[src/rtl/anc_pkg.sv]
// Shared types for the adaptive-canceller sample path: sample width,
// complex sample struct and the history reader FSM state encoding.
package anc_pkg;

  localparam int WIDTH = 32;

  typedef struct packed {
    logic [WIDTH-1:0] re;
    logic [WIDTH-1:0] im;
  } cplx_t;

  typedef enum logic {
    IDLE   = 1'b0,
    STREAM = 1'b1
  } hist_state_t;

endpackage

[src/rtl/history_ram.sv]
// DEPTH x complex-sample storage, one write port, one registered read port.
// HISTORY_ZERO_FILL_EN: reset clears every entry (otherwise RAM-inferable).
module history_ram
  import anc_pkg::*;
#(
  parameter  int DEPTH = 32,
  localparam int AW    = $clog2(DEPTH)
) (
  input  logic          clk,
  input  logic          reset,
  input  logic          we_i,
  input  logic [AW-1:0] waddr_i,
  input  cplx_t         wdata_i,
  input  logic          re_i,
  input  logic [AW-1:0] raddr_i,
  input  logic          rzero_i,
  output cplx_t         rdata_o
);

  cplx_t mem_q [DEPTH];
  cplx_t rdata_q;

`ifdef HISTORY_ZERO_FILL_EN
  always_ff @(posedge clk) begin
    if (reset) begin
      for (int i = 0; i < DEPTH; i++) begin
        mem_q[i] <= '0;
      end
    end else if (we_i) begin
      mem_q[waddr_i] <= wdata_i;
    end
  end
`else
  always_ff @(posedge clk) begin
    if (we_i) begin
      mem_q[waddr_i] <= wdata_i;
    end
  end
`endif

  // Read register holds when re_i is low so stalled outputs stay stable.
  always_ff @(posedge clk) begin
    if (reset) begin
      rdata_q <= '0;
    end else if (re_i) begin
      rdata_q <= rzero_i ? '0 : mem_q[raddr_i];
    end
  end

  assign rdata_o = rdata_q;

endmodule

[src/rtl/sample_history_reader.sv]
// Circular sample history, replayed newest-first as a valid/ready stream.
// HISTORY_ZERO_FILL_EN: zero the array on reset and mask slots at/after fill_count.
//   state  | meaning
//   IDLE   | accepting writes, waiting for rd_start
//   STREAM | replaying DEPTH samples, writes blocked
module sample_history_reader
  import anc_pkg::*;
#(
  parameter  int DEPTH = 32,
  localparam int AW    = $clog2(DEPTH),
  localparam int FW    = AW + 1
) (
  input  logic             clk,
  input  logic             reset,
  input  logic             wr_valid_i,
  output logic             wr_ready_o,
  input  logic [WIDTH-1:0] wr_re_i,
  input  logic [WIDTH-1:0] wr_im_i,
  input  logic             rd_start_i,
  output logic             rd_busy_o,
  output logic             rd_valid_o,
  input  logic             rd_ready_i,
  output logic [WIDTH-1:0] rd_re_o,
  output logic [WIDTH-1:0] rd_im_o,
  output logic [AW-1:0]    rd_idx_o,
  output logic             rd_last_o,
  output logic [FW-1:0]    fill_count_o
);

  hist_state_t   state_q, state_d;
  logic [AW-1:0] wp_q, base_q, fetch_q, rd_idx_q;
  logic [FW-1:0] fill_q;
  logic          rd_valid_q, rd_last_q;
  logic          wr_fire, fetch_en, hs_last, rzero;
  cplx_t         wdata, rdata;

  assign wr_fire = wr_valid_i & wr_ready_o;
  assign hs_last = rd_valid_q & rd_ready_i & rd_last_q;

  always_ff @(posedge clk) begin
    if (reset) begin
      state_q <= IDLE;
    end else begin
      state_q <= state_d;
    end
  end

  always_comb begin
    state_d = state_q;
    case (state_q)
      IDLE:    if (rd_start_i) state_d = STREAM;
      STREAM:  if (hs_last)    state_d = IDLE;
      default: state_d = IDLE;
    endcase
  end

  // fetch_q runs one ahead of rd_idx_q so a full replay needs no bubbles.
  always_comb begin
    wr_ready_o = 1'b0;
    rd_busy_o  = 1'b0;
    fetch_en   = 1'b0;
    case (state_q)
      IDLE: wr_ready_o = 1'b1;
      STREAM: begin
        rd_busy_o = 1'b1;
        fetch_en  = !rd_valid_q || (rd_ready_i && !rd_last_q);
      end
      default: wr_ready_o = 1'b0;
    endcase
  end

  always_ff @(posedge clk) begin
    if (reset) begin
      wp_q   <= '0;
      fill_q <= '0;
    end else if (wr_fire) begin
      wp_q <= wp_q + AW'(1);
      if (fill_q != FW'(DEPTH)) begin
        fill_q <= fill_q + FW'(1);
      end
    end
  end

  always_ff @(posedge clk) begin
    if (reset) begin
      base_q     <= '0;
      fetch_q    <= '0;
      rd_idx_q   <= '0;
      rd_valid_q <= 1'b0;
      rd_last_q  <= 1'b0;
    end else begin
      // A same-cycle write lands at wp, making it the newest sample.
      if (state_q == IDLE && rd_start_i) begin
        base_q  <= wr_fire ? wp_q : wp_q - AW'(1);
        fetch_q <= '0;
      end
      if (fetch_en) begin
        fetch_q    <= fetch_q + AW'(1);
        rd_idx_q   <= fetch_q;
        rd_last_q  <= (fetch_q == AW'(DEPTH - 1));
        rd_valid_q <= 1'b1;
      end else if (hs_last) begin
        rd_valid_q <= 1'b0;
        rd_last_q  <= 1'b0;
      end
    end
  end

`ifdef HISTORY_ZERO_FILL_EN
  assign rzero = ({1'b0, fetch_q} >= fill_q);
`else
  assign rzero = 1'b0;
`endif

  assign wdata = '{re: wr_re_i, im: wr_im_i};

  history_ram #(.DEPTH(DEPTH)) u_ram (
    .clk     (clk),
    .reset   (reset),
    .we_i    (wr_fire & !reset),
    .waddr_i (wp_q),
    .wdata_i (wdata),
    .re_i    (fetch_en),
    .raddr_i (base_q - fetch_q),
    .rzero_i (rzero),
    .rdata_o (rdata)
  );

  assign rd_valid_o   = rd_valid_q;
  assign rd_re_o      = rdata.re;
  assign rd_im_o      = rdata.im;
  assign rd_idx_o     = rd_idx_q;
  assign rd_last_o    = rd_last_q;
  assign fill_count_o = fill_q;

endmodule
[config.mk]
export PLATFORM = sky130hd
export DESIGN_NAME = sample_history_reader
export DESIGN_NICKNAME = d
export VERILOG_FILES = /design/src/rtl/anc_pkg.sv /design/src/rtl/history_ram.sv /design/src/rtl/sample_history_reader.sv
export SDC_FILE = /design/constraint.sdc
export NUM_CORES = 2
export LEC_CHECK = 0
export CAP_MARGIN = 10
export CORE_MARGIN = 4
export CORE_UTILIZATION = 36
export DETAILED_ROUTE_END_ITERATION = 8
export SLEW_MARGIN = 10
export SYNTH_ARGS = -nofsm -noshare
export SYNTH_HDL_FRONTEND = slang
export SYNTH_HIERARCHICAL = 1
export SYNTH_SLANG_ARGS = --single-unit
export TNS_END_PERCENT = 30
[constraint.sdc]
create_clock -name clk -period 9.5 [get_ports clk]
set_clock_uncertainty 0.1 [all_clocks]
set_input_delay 0.95 -clock clk [delete_from_list [all_inputs] [get_ports clk]]
set_output_delay 0.95 -clock clk [all_outputs]
set_load 0.1 [all_outputs]
# Yosys cells after proc, flatten, opt, wreduce, memory -nomap -nowiden
# Memory sizes are Yosys's and may differ from the RTL's. A register that Yosys moved wholly into a read port is not among the register bits.
# Cells that the tools add are included.
# W data, S select, Z words.
# classes
reduce_logical,9
n_mux,14
n_addsub,5
bitwise_logic,5
n_eq_ne,2
# op_table
operator,count
$mux W5,3
$add A5 B1 Y5 const B,2
$mux W1,10
$add A6 B1 Y6 const B,1
$ne A6 B6 Y1 const B,1
$eq A5 B5 Y1 const B,1
$sub A5 B1 Y5 const B,1
$sub A5 B5 Y5,1
$and A1 B1 Y1,4
$reduce_bool A2 Y1,2
$logic_not A1 Y1,3
$logic_and A1 B1 Y1,2
$pmux W1 S2,1
$reduce_and A2 Y1,1
$logic_or A1 B1 Y1,1
$not A1 Y1,1
# word_totals
inputBits,69
wordCells,44
mem_bits_rw,2048
out_inout_bits,79
n_memories,1
register_bits,29
# memory_table
memory,depth,word_bits,rd,rd_ports_with_merged_regs,write_ports,line,source
u_ram.mem_q,32,64,1,1,1,history_ram.sv:20,cplx_t mem_q [DEPTH];

# Longest topological paths before layout
# depth
word_depth,5
ltp_mapped,13
mapped_depth_nobuf,11

# By module
# The synthesis kept the hierarchy.
# by_module_without_submodules
module,cells_each,n_inst,seq_area_each_um2,area_per_inst_um2
history_ram,3394,1,62780.2,79754.0
sample_history_reader,173,1,580.6,1491.4

# Worst setup path before layout
# OpenSTA, ideal clock, no wires.
# synth_timing
path_type,input to register
start,input reset
end,"memory u_ram/mem_q[28][0] (netlist name), enable pin"
path_slack_ps,4038
stages,6
arrival_time_ps,4875
path_cell_list,clkbuf_1 buf_1 nor2_1 or3b_2 clkbuf_1 nor2_1
# synth_between
elab_chain_cells,4
# synth_lines
item,line,source
"start, declared",sample_history_reader.sv:14,"input logic reset,"
$logic_not A1 Y1,sample_history_reader.sv:120,".we_i (wr_fire & !reset),"
$and A1 B1 Y1,sample_history_reader.sv:120,
$mux W1,history_ram.sv:35,if (we_i) begin
$mux W1 (implied by the code),history_ram.sv:36,mem_q[waddr_i] <= wdata_i;
"end, declared",history_ram.sv:20,
# No other way between the ends.

# Worst setup path in the final report
# layout_timing
start,register fetch_q[0]
end,"register, netlist name u_ram/rdata_o[60]"
# layout_between
elab_chain_cells,1
# layout_lines
item,line,source
"start, declared",sample_history_reader.sv:31,"logic [AW-1:0] wp_q, base_q, fetch_q, rd_idx_q;"
"start signal, assigned",sample_history_reader.sv:98,fetch_q <= fetch_q + AW'(1);
$sub A5 B5 Y5,sample_history_reader.sv:124,".raddr_i (base_q - fetch_q),"
# No other way between the ends.
# A chain may end at the register's enable or synchronous reset.

==> results.toml <==
[run_status]
status = "completed"

[placement]
portBuffers = 147
hpwl_mm = 111
postPlaceCellArea_um2 = 86700
gp_congestion = 0.771

[cts]
cts.sinks = 2141
clock_latency_ps = 850
cts_root_buffer = "clkbuf_16"
cts_tree = "yes"
cts.clk_slew.worst_paths_ps = 60
holdBufCountCts = 0
cts_setup_buffers = 0
cts_buffers = 206
cts_max_level = 4
cts-resized-gates = 0
cts_buffer_depth = 3

[drt]
dr.pass1.iters = 7
wl_per_cell_um = 28.5
drtAntennaViolNets = 0
vias_per_cell = 5.45
first_iter_violations = 4059
finalWirelength_mm = 200
drc = 0
vias = 38300

[hold_path]
holdPathEnd = "rd_idx_o[4]"
min_path_type = "reg -> reg"
min_path_cells = 2
hp-start = "rd_idx_o[4]"

[finish]
drive_gt1_share_pct = 25.3
fin_util_pct = 41.7
nNetsFinal = 3916
fillers = 19400
syn_to_final_growth_pct = 15.2
finalInstanceArea_um2 = 93600

[floorplanning]
start_util_pct = 36.2
dieArea_um2 = 233000
coreArea_um2 = 225000
dieHeight_um = 483
io_pins = 148
fp-row-count = 174
die_x_um = 483

[worst_setup_path]
cp_common_cell = "buf_4"
path_buf_inv = 3
cp.required_ps = 10120
r2r-start = "fetch_q[0]"
crit_type = "reg -> reg"
cp_slowest_stage_delay_ps = 930
cpLargestDelayFamily = "buffers and inverters"
reg2regPathDepth = 9
crit_chain = "ha_1 > inv_1 > fa_4 > buf_4 > buf_4 > mux4_2 > mux2i_1 > o22ai_1 > a221o_1"
crit_path_start_kind = "register"
r2r-end = "u_ram/rdata_o[60]"
worstPathMaxFanout = 51
crit_path_end_kind = "register"
reg2reg_setup_slack_ps = 4960
worstPathArrival_ps = 5170
slowest_stage = "fa_4"

[sta]
relSlewSlack_pct = 15.5
tightest_slew_ps = 1260
hold_viol = 0
min_period_ps = 4540
post-route-period-util_pct = 47.8
grt_setup_unrepaired = "false"
drv_slew = 0
setup_viol = 0
fin_setup_tns_ps = 0
fmax_ghz = 0.220

[global_route]
grt.overflow.total = 0
antenna_found_initial = 12
grt_pass1_wl_mm = 288
grt_max_degree = 109
grtUsageTotal_pct = 16.8
grt_pass1_vias = 39100

[synth]
async_reset_ff_share_pct = 0
synth_area_um2 = 81200
avgSynthCellArea_um2 = 22.8
syn_inst = 3567
synth.area.top_cells = "edfxtp_1, mux4_2, mux2i_1"
synth_edf_count = 2048
synthDistinctLibCells = 64
synth_warnings = 6
synth_ff_type = "edfxtp_1"
synth-seq-cells = 2141
synth_top_area_cell = "edfxtp_1"
synth_seq_area_share_pct = 78.0
synth_top_area_share_pct = 75.7

[pwr]
power-per-cell-area_nw_per_um2 = 229
ir_worst_vdd_uv = 149
cellLeakagePower_nw = 28.8

[flow_run]
drv_cap = 0
-- flip-flops by register name (all words and copies together) (netlist names) --
signal         count
u_ram/mem_q     2048
u_ram/rdata_o     64
fill_count_o       6
base_q             5
fetch_q            5
rd_idx_o           5
wp_q               5
rd_last_o          1
rd_valid_o         1
state_q            1
-- logic make-up after synthesis --
logic type	Yosys count	synth area share, %
AO/OA/AOI/OAI	228	2.16
adder cells (fa/ha/maj)	11	0.179
buffers and inverters	208	1.23
AND/OR/NAND/NOR	233	1.36
flip-flops	2141	78.0
multiplexers	730	16.9
XOR/XNOR	15	0.162
other	1	0.00462
-- power by group --
part / switching, mW / internal [mW] / total, mW
clock: 3.56 / 4.75 / 8.31
combinational: 1.61 / 1.08 / 2.69
sequential: 0.0685 / 10.4 / 10.5
-- how the worst max path moves through the flow --
stage               start             endpoint  cells past startpoint
2_1_floorplan       reset   u_ram/mem_q[28][0]                      6
3_3_place_gp   wr_valid_i  u_ram/mem_q[24][40]                      6
3_5_place_dp   wr_valid_i  u_ram/mem_q[24][23]                      6
4_1_cts        fetch_q[0]    u_ram/rdata_o[61]                      9
5_1_grt        fetch_q[0]    u_ram/rdata_o[61]                      9
6_report       fetch_q[0]    u_ram/rdata_o[60]                      9
-- final cells by class --
class                   instances  area [um2]  share of cell area (%)
flip-flops and latches       2141       63400                    67.7
clock buffers                 280        5650                    6.04
well taps                    2992        3740                    4.00
multi-input cells            1222       17200                    18.4
inverters                      16        75.1                  0.0802
clock inverters               113        1280                    1.37
diodes                          5        12.5                  0.0134
repair buffers                249        2250                    2.40
-- placed cells by master (no fill, tap or decap), types with 12 or more instances in the layout --
master and count:
o22ai_1 36, mux2_2 12, mux4_2 513, nor2_1 30, clkinv_2 40, edfxtp_1 2048, bufinv_16 20, clkbuf_8 20
a31oi_1 13, buf_2 13, a21oi_1 34, clkinv_1 23, clkdlybuf4s50_1 134, a221o_1 31, mux2i_1 205, inv_1 12
clkbuf_1 53, nand2_1 74, buf_4 96, nor2_4 34, dfxtp_1 93, nand3_1 41, nand4_1 15, clkbuf_16 207
a32oi_1 19
-- worst register-to-register path: stages, from the launching register on --
cell and delay (ps):
dfxtp_1 420, ha_1 180, inv_1 60, fa_4 930
buf_4 650, buf_4 810, mux4_2 460, mux2i_1 380
o22ai_1 140, a221o_1 300
-- synthesized netlist by cell type, types with 15 or more instances --
cell / count
mux4_2: 513
nor2_1: 64
mux2i_1: 205
edfxtp_1: 2048
buf_1: 30
o22ai_1: 36
dfxtp_1: 93
a32oi_1: 19
nand2_1: 76
buf_2: 68
a221o_1: 31
nand3_1: 41
a21oi_1: 34
nand4_1: 15
clkbuf_1: 68
-- per-layer routing --
metal  global-route usage [%]  share of wire (%)  vias up
li1                         -                  -    15800
met1                     23.5                 42    20900
met2                     27.5                 49     1357
met3                     2.84                6.2      278
met4                     4.16                2.2        2
met5                        0             0.0035        -
-- per-stage QoR --
| stage | hold slack (ps) | instances | setup WS [ps] | total power, mW |
|---|---|---|---|---|
| after floorplan | 336 | 3571 | 4040 | 12.5 |
| after global placement | 352 | 6620 | 4500 | 13.4 |
| after detailed placement | 353 | 6620 | 4430 | 13.4 |
| after CTS | 361 | 7013 | 4990 | 21.7 |
| after global routing | 384 | 7014 | 4830 | 22.2 |
| final | 359 | 7018 | 4960 | 21.5 |
(Power assumes the default switching activity.)
